==> src/rtl/bram_logger.sv <==
// rtl/bram_logger.sv - sample capture logger with single-port BRAM write path and registered readback
module bram_logger #(
    parameter int BRAM_ADDR_WIDTH = 15,
    parameter int BRAM_DATA_WIDTH = 16
) (
    input  logic                       clk,
    input  logic                       rst_n,
    input  logic                       log_start,
    input  logic                       log_stop,
    input  logic [BRAM_DATA_WIDTH-1:0] sample_in,
    input  logic                       sample_valid,
    input  logic                       rd_req,
    input  logic [BRAM_ADDR_WIDTH-1:0] rd_addr,
    output logic [BRAM_DATA_WIDTH-1:0] rd_data,
    output logic                       rd_valid,
    output logic [BRAM_ADDR_WIDTH:0]   wr_count,
    output logic                       log_full,
    output logic                       busy,
    output logic                       bram_cs_n,
    output logic                       bram_write_n,
    output logic                       bram_read_n,
    output logic [BRAM_ADDR_WIDTH-1:0] bram_addr,
    output logic [BRAM_DATA_WIDTH-1:0] bram_wdata,
    input  logic [BRAM_DATA_WIDTH-1:0] bram_rdata
);

    localparam int AW = BRAM_ADDR_WIDTH;
    localparam int DW = BRAM_DATA_WIDTH;
    localparam logic [AW:0] LAST_IDX = {1'b0, {AW{1'b1}}};

    typedef enum logic [1:0] {
        IDLE = 2'd0,
        LOG  = 2'd1,
        FULL = 2'd2,
        READ = 2'd3
    } state_t;

    state_t        state_q, state_d;
    logic          ret_full_q, ret_full_d;
    logic [1:0]    rd_phase_q, rd_phase_d;
    logic [AW:0]   wr_count_q, wr_count_d;
    logic          log_full_q, log_full_d;
    logic          cs_n_q, cs_n_d;
    logic          write_n_q, write_n_d;
    logic          read_n_q, read_n_d;
    logic [AW-1:0] addr_q, addr_d;
    logic [DW-1:0] wdata_q, wdata_d;
    logic [DW-1:0] rd_data_q, rd_data_d;
    logic          rd_valid_q, rd_valid_d;

    always_ff @(posedge clk or negedge rst_n) begin
        if (!rst_n) begin
            state_q    <= IDLE;
            ret_full_q <= 1'b0;
            rd_phase_q <= 2'd0;
            wr_count_q <= '0;
            log_full_q <= 1'b0;
            cs_n_q     <= 1'b1;
            write_n_q  <= 1'b1;
            read_n_q   <= 1'b1;
            addr_q     <= '0;
            wdata_q    <= '0;
            rd_data_q  <= '0;
            rd_valid_q <= 1'b0;
        end else begin
            state_q    <= state_d;
            ret_full_q <= ret_full_d;
            rd_phase_q <= rd_phase_d;
            wr_count_q <= wr_count_d;
            log_full_q <= log_full_d;
            cs_n_q     <= cs_n_d;
            write_n_q  <= write_n_d;
            read_n_q   <= read_n_d;
            addr_q     <= addr_d;
            wdata_q    <= wdata_d;
            rd_data_q  <= rd_data_d;
            rd_valid_q <= rd_valid_d;
        end
    end

    always_comb begin
        state_d    = state_q;
        ret_full_d = ret_full_q;
        rd_phase_d = rd_phase_q;
        wr_count_d = wr_count_q;
        log_full_d = log_full_q;
        cs_n_d     = 1'b1;
        write_n_d  = 1'b1;
        read_n_d   = 1'b1;
        addr_d     = addr_q;
        wdata_d    = wdata_q;
        rd_data_d  = rd_data_q;
        rd_valid_d = 1'b0;

        case (state_q)
            IDLE, FULL: begin
                if (log_start) begin
                    wr_count_d = '0;
                    log_full_d = 1'b0;
                    state_d    = LOG;
                end else if (rd_req) begin
                    ret_full_d = (state_q == FULL);
                    rd_phase_d = 2'd0;
                    cs_n_d     = 1'b0;
                    read_n_d   = 1'b0;
                    addr_d     = rd_addr;
                    state_d    = READ;
                end
            end
            LOG: begin
                if (log_stop) begin
                    state_d = IDLE;
                end else if (sample_valid) begin
                    cs_n_d     = 1'b0;
                    write_n_d  = 1'b0;
                    addr_d     = wr_count_q[AW-1:0];
                    wdata_d    = sample_in;
                    wr_count_d = wr_count_q + 1'b1;
                    // The write that fills the last word also closes the capture.
                    if (wr_count_q == LAST_IDX) begin
                        log_full_d = 1'b1;
                        state_d    = FULL;
                    end
                end
            end
            READ: begin
                // Strobe seen by BRAM at phase 0 edge, data registered one edge later,
                // captured here on the third edge after entry.
                rd_phase_d = rd_phase_q + 1'b1;
                if (rd_phase_q == 2'd2) begin
                    rd_data_d  = bram_rdata;
                    rd_valid_d = 1'b1;
                    state_d    = ret_full_q ? FULL : IDLE;
                end
            end
            default: state_d = IDLE;
        endcase
    end

    assign rd_data      = rd_data_q;
    assign rd_valid     = rd_valid_q;
    assign wr_count     = wr_count_q;
    assign log_full     = log_full_q;
    assign busy         = (state_q == LOG) || (state_q == READ);
    assign bram_cs_n    = cs_n_q;
    assign bram_write_n = write_n_q;
    assign bram_read_n  = read_n_q;
    assign bram_addr    = addr_q;
    assign bram_wdata   = wdata_q;

endmodule

==> config.mk <==
export PLATFORM = sky130hd
export DESIGN_NAME = bram_logger
export DESIGN_NICKNAME = d
export VERILOG_FILES = /design/src/rtl/bram_logger.sv
export SDC_FILE = /design/constraint.sdc
export NUM_CORES = 1
export LEC_CHECK = 0
export ABC_CLOCK_PERIOD_IN_PS = 2450
export CAP_MARGIN = 10
export CORE_MARGIN = 4
export CORE_UTILIZATION = 45
export CTS_BUF_LIST = sky130_fd_sc_hd__clkbuf_8
export DETAILED_ROUTE_END_ITERATION = 16
export GPL_TIMING_DRIVEN = 0
export MAX_ROUTING_LAYER = met4
export PLACE_DENSITY = 0.9
export SKIP_CTS_REPAIR_TIMING = 1
export SLEW_MARGIN = 30
export SYNTH_ARGS = -nofsm -noshare
export SYNTH_HDL_FRONTEND = slang
export SYNTH_SLANG_ARGS = --single-unit
export TNS_END_PERCENT = 100
==> constraint.sdc <==
create_clock -name clk -period 2.45 [get_ports clk]
set_input_delay 0.3675 -clock clk [delete_from_list [all_inputs] [get_ports clk]]
set_output_delay 0.3675 -clock clk [all_outputs]
set_load 0.03 [all_outputs]
Word-level counts from Yosys, hierarchy flattened

Cells that the tools add are included.

Bitwise logic cells: 2
Multiplexer cells: 34
Add/subtract/negate cells: 2
Equal/unequal tests: 15
Reduce and logical (&&, ||, !) cells: 13

Operators with widths:

| cell                                                                    | number |
|---|---|
| 15-bit 2-to-1 mux                                                       | 4 |
| 16-bit 2-to-1 mux                                                       | 3 |
| 16-bit one-hot mux with 2 select lines                                  | 1 |
| 15-bit one-hot mux with 2 select lines                                  | 1 |
| 2-bit 2-to-1 mux                                                        | 9 |
| 16-bit by 1-bit adder with 16-bit output, second input constant         | 1 |
| 16-bit by 15-bit equality test with 1-bit output, second input constant | 1 |
| 2-bit inequality test, second input constant                            | 7 |
| 1-bit 2-to-1 mux                                                        | 12 |
| 5-bit AND reduction                                                     | 2 |
| 3-bit inequality test, second input constant                            | 3 |
| 3-bit AND reduction                                                     | 3 |
| 4-bit AND reduction                                                     | 2 |
| 2-bit equality test, second input constant                              | 3 |
| 2-bit one-hot mux with 3 select lines                                   | 1 |
| 1-bit one-hot mux with 2 select lines                                   | 2 |
| 2-bit one-hot mux with 2 select lines                                   | 1 |
| 2-bit nonzero test                                                      | 2 |
| 2-bit by 1-bit adder with 2-bit output, second input constant           | 1 |
| 2-bit by 1-bit equality test with 1-bit output, second input constant   | 1 |
| 2-bit logical NOT                                                       | 1 |
| 1-bit NOT                                                               | 2 |
| 2-bit AND reduction                                                     | 1 |
| 2-bit OR reduction                                                      | 1 |
| 1-bit logical OR                                                        | 1 |

Register bits after elaboration: 73

Longest topological paths before layout

Gate-level depths: netlist of the first run.

Depth in word-level cells: 5
Depth in mapped cells: 7
Gate-level depth less buffers: 5

Least setup slack after synthesis of the first run

No wires, ideal clock.

Kind: register to register
Start: register state_q[1]
End: register wr_count_q[15] (netlist: wr_count[15])
Arrival time: 1.729 ns
Stages on the path, launching flop included: 6
Required time: 2.372 ns
Clock period less this slack: 1.806 ns
Slack: 0.644 ns
Cells stage by stage: dfrtp_1 -> and4bb_1 -> inv_2 -> a2111o_1 -> or3_1 -> a21oi_1

Word-level cells in the longest chain between the ends: 4

RTL lines:

| item                                                                  | line | source |
|---|---|---|
| from (decl)                                                           | 38   | `state_t state_q, state_d;` |
| from (signal assigned)                                                | 66   | `state_q <= state_d;` |
| 2-bit equality test or 2-bit logical NOT (tied branches)              | 95   | `case (state_q)` |
| 2-bit OR reduction                                                    | 95   |  |
| 2-bit inequality test (no line) or 2-bit nonzero test (tied branches) | -    |  |
| 4-bit AND reduction (no line)                                         | -    |  |
| to (signal assigned)                                                  | 69   | `wr_count_q <= wr_count_d;` |
| to (decl)                                                             | 41   | `logic [AW:0] wr_count_q, wr_count_d;` |

Parallel ways exist; a longest one is shown, timed or not.
A chain may end at the register's enable or synchronous reset.

Worst setup path after layout of the first run

Start: register state_q[0]
End: output port busy

Word-level cells in the longest chain between the ends: 2

RTL lines:

| item                                                                                  | line | source |
|---|---|---|
| 2-bit by 1-bit equality test with 1-bit output or 2-bit equality test (tied branches) | 144  | `assign busy = (state_q == LOG) \|\| (state_q == READ);` |
| 1-bit logical OR *                                                                    | 144  |  |
| to (decl)                                                                             | 18   | `output logic busy,` |

Mark *: on every way between the ends. The rest lies on a longest branch, timed or not.

==> flow_metrics.py, run 1 <==
metrics = {
    "outcome": {
        "status": "finished, violations left",
        "violations": "negative hold slack",
    },
    "cells_and_area": {
        "drive_gt1_frac": 0.1019,
        "final_cell_mix": "120 x clkdlybuf4s50_1, 70 x dfrtp_1, 59 x nand2_1",
        "final_nets": 482,
        "fin_area_um2": 4642,
        "mostFrequentLayoutCell": "clkdlybuf4s50_1",
        "diodes": 0,
        "synthToLayoutAreaGrowth_pct": 49.90,
    },
    "synthesis": {
        "yosys-top-cells-area": "dfrtp_1 57%, nand2_1 7.2%, mux2_2 6.2%, mux2i_1 4.5%, a21oi_1 3.9%",
        "netlist_area_um2": 3097,
        "syn-num-nets": 349,
        "synth_fa_ha_area_frac": 0.008081,
        "synth_compound_area_frac": 0.08323,
        "ys_warn_count": 0,
        "synth_flop_cell": "dfrtp_1",
        "synth_top_area_share": 0.5657,
        "yosys.area_share.xor_xnor": 0.01697,
        "synth_top_family_by_area": "simple AND/OR/NAND/NOR gates",
        "synth_cell_types": 33,
        "synth_edf_count": 0,
        "syn_avg_cell_area_um2": 10.53,
        "yosysTopAreaCell": "dfrtp_1",
        "synth_cells": 294,
        "ys_seq_elements": 73,
        "yosysSeqAreaShare": 0.5911,
        "async_flop_share": 1.000,
        "synthMuxAreaShare": 0.1071,
        "synth-simple-area-share": 0.1644,
    },
    "floorplan": {
        "rows": 29,
        "initial_core_util": 0.4741,
        "core_area_um2": 6531,
        "io-pin-count": 122,
        "design.die.area_um2": 8273,
        "die_w_um": 90.96,
        "die_h_um": 90.96,
    },
    "power_and_ir_drop": {
        "ir_drop_mv": 0.6534,
        "finalPower_mw": 5.715,
        "powerDensity_nw_per_um2": 1231,
        "p_leak_nw": 2.081,
    },
    "hold_path": {
        "hold_path.class": "input port to async pin",
    },
    "place": {
        "place.detailed.hpwl_mm": 6.140,
        "post-place-ws_ns": 0.03515,
        "gp_congestion": 0.7870,
        "io_buffer_count": 121,
        "placed_area_um2": 4422,
    },
    "timing": {
        "finalSetupViolCount": 0,
        "worst_pin_slew_ns": 0.6130,
        "fin_crit_ns": 2.156,
        "slew-limit-headroom": 0.5913,
        "period_share": 0.8798,
        "worst_slack_ns": 0.2944,
        "final-hold-violation-count": 31,
        "timing.fmax_mhz": 463.9,
        "rsz0062_at_grt": "no",
        "holdWs_ns": -0.02227,
        "worst_clock_skew_ns": 0.008784,
        "drv_slew": 0,
        "setup_tns_ns": 0,
    },
    "critical_path": {
        "crit_fanout": 10,
        "crit_chain": "clkbuf_1 > clkbuf_1 > clkdlybuf4s50_1",
        "arrival_ns": 1.79,
        "critPathBufInv": 3,
        "critPathMostFrequentCell": "clkbuf_1",
        "cp_slowest_cell": "clkdlybuf4s50_1",
        "cp.required_ns": 2.08,
        "critical-path-max-stage-delay_ns": 0.68,
        "cp-end-kind": "primary output",
        "critPathLaunchType": "register",
        "cpLargestDelayFamily": "buffers and inverters",
        "path_class": "register to primary output",
    },
    "clock_tree": {
        "cts_buffers": 9,
        "cts_tree": "built",
        "clock_sinks": 73,
        "htreeDepth": 3,
        "path_clk_slew_ns": 0.08,
        "clk_latency_ns": 0.33,
        "cts-root-buf": "clkbuf_8",
        "cts_max_path_buffers": 2,
    },
    "detailed_routing": {
        "viasPerCell": 5.226,
        "drc": 0,
        "drtIter0Drc": 155,
        "ant_nets": 0,
        "wirelength_mm": 8.097,
        "wl_per_cell_um": 15.91,
        "vias": 2660,
        "drt_pre_antenna_iters": 4,
    },
    "grt": {
        "grt_max_degree": 39,
        "antenna_found_initial": 0,
        "overflow": 0,
        "grt_pass1_vias": 2859,
        "grt_usage": 0.2094,
        "grt_pass1_wl_mm": 13.61,
    },
    "job": {
        "drv_cap": 0,
    },
}
[path summary, 6_finish.rpt]
kind                                start  slack, ns  cells past startpoint             end
max                            state_q[0]       0.29                      3            busy
min                                 rst_n      -0.02                      1   bram_wdata[4]
max reg2reg                    state_q[1]       0.43                      5    wr_count[13]
min reg2reg                bram_wdata[10]       0.48                      2  bram_wdata[10]
max in group asynchronous           rst_n       1.85                      2     bram_read_n
min in group clk           bram_wdata[10]       0.48                      2  bram_wdata[10]
[state kept, by name (all words and copies together) (netlist names), 2 cells and up]
name and cells:
wr_count 16, bram_wdata 16, bram_addr 15, rd_phase_q 2, state_q 2, rd_data 16
[metal layers]
metal	share of wire	GRT usage
met3	0.057	0.04050
met1	0.41	0.2466
met4	0.024	0.09296
met5	0	-
met2	0.51	0.3495
[through the flow]
stage	cells	utilization
detailed placement	493	0.6770
global route	509	0.7107
global placement	492	0.6743
CTS	509	0.7107
floorplan	294	-
finish	509	0.7107
[cell usage after synthesis, types with 4 or more instances]
library cell and number:
dfrtp_1 70, nor2_1 28, a21oi_1 24, nand4_1 6, or3_1 4, nand2_1 59
o21ai_0 8, nand3_1 8, mux2i_1 14, inv_1 6, mux2_2 17, clkbuf_1 11
[cell families after synthesis]
| group | count (synthesis) |
|---|---|
| AOI/OAI and AO/OA | 43 |
| xor gates and xnor gates | 6 |
| adders and majority gates | 2 |
| buffers and inverters | 23 |
| DFF | 73 |
| muxes | 31 |
| and+or+nand+nor | 116 |
[layout make-up]
| cell class | count | area (um2) |
|---|---|---|
| buffer | 16 | 63.81 |
| clock buffer | 10 | 137.6 |
| clock inverter | 6 | 82.58 |
| fill | 468 | 1889 |
| inverter | 7 | 26.28 |
| multi-input combinational | 198 | 1176 |
| sequential | 73 | 1831 |
| tap | 77 | 96.34 |
| timing repair buffer | 122 | 1229 |
[power by group]
part	leakage (nW)	internal, mW	switching [mW]	total [mW]
clock network	0.117	0.596	0.429	1.03
logic	1.06	1.18	1.59	2.77
registers	0.900	1.66	0.254	1.92
total	2.08	3.44	2.27	5.71
Note: power is estimated with default switching activity, not from simulation.
==> run 2, diff against run 1 <==
--- a/config.mk
+++ b/config.mk
@@ -19,4 +19,4 @@
 export SYNTH_ARGS = -nofsm -noshare
 export SYNTH_HDL_FRONTEND = slang
 export SYNTH_SLANG_ARGS = --single-unit
-export TNS_END_PERCENT = 100
+export TNS_END_PERCENT = 20
==> results of run 2 <==
The final DEF is identical to that of run 1; final timing and power are the same.
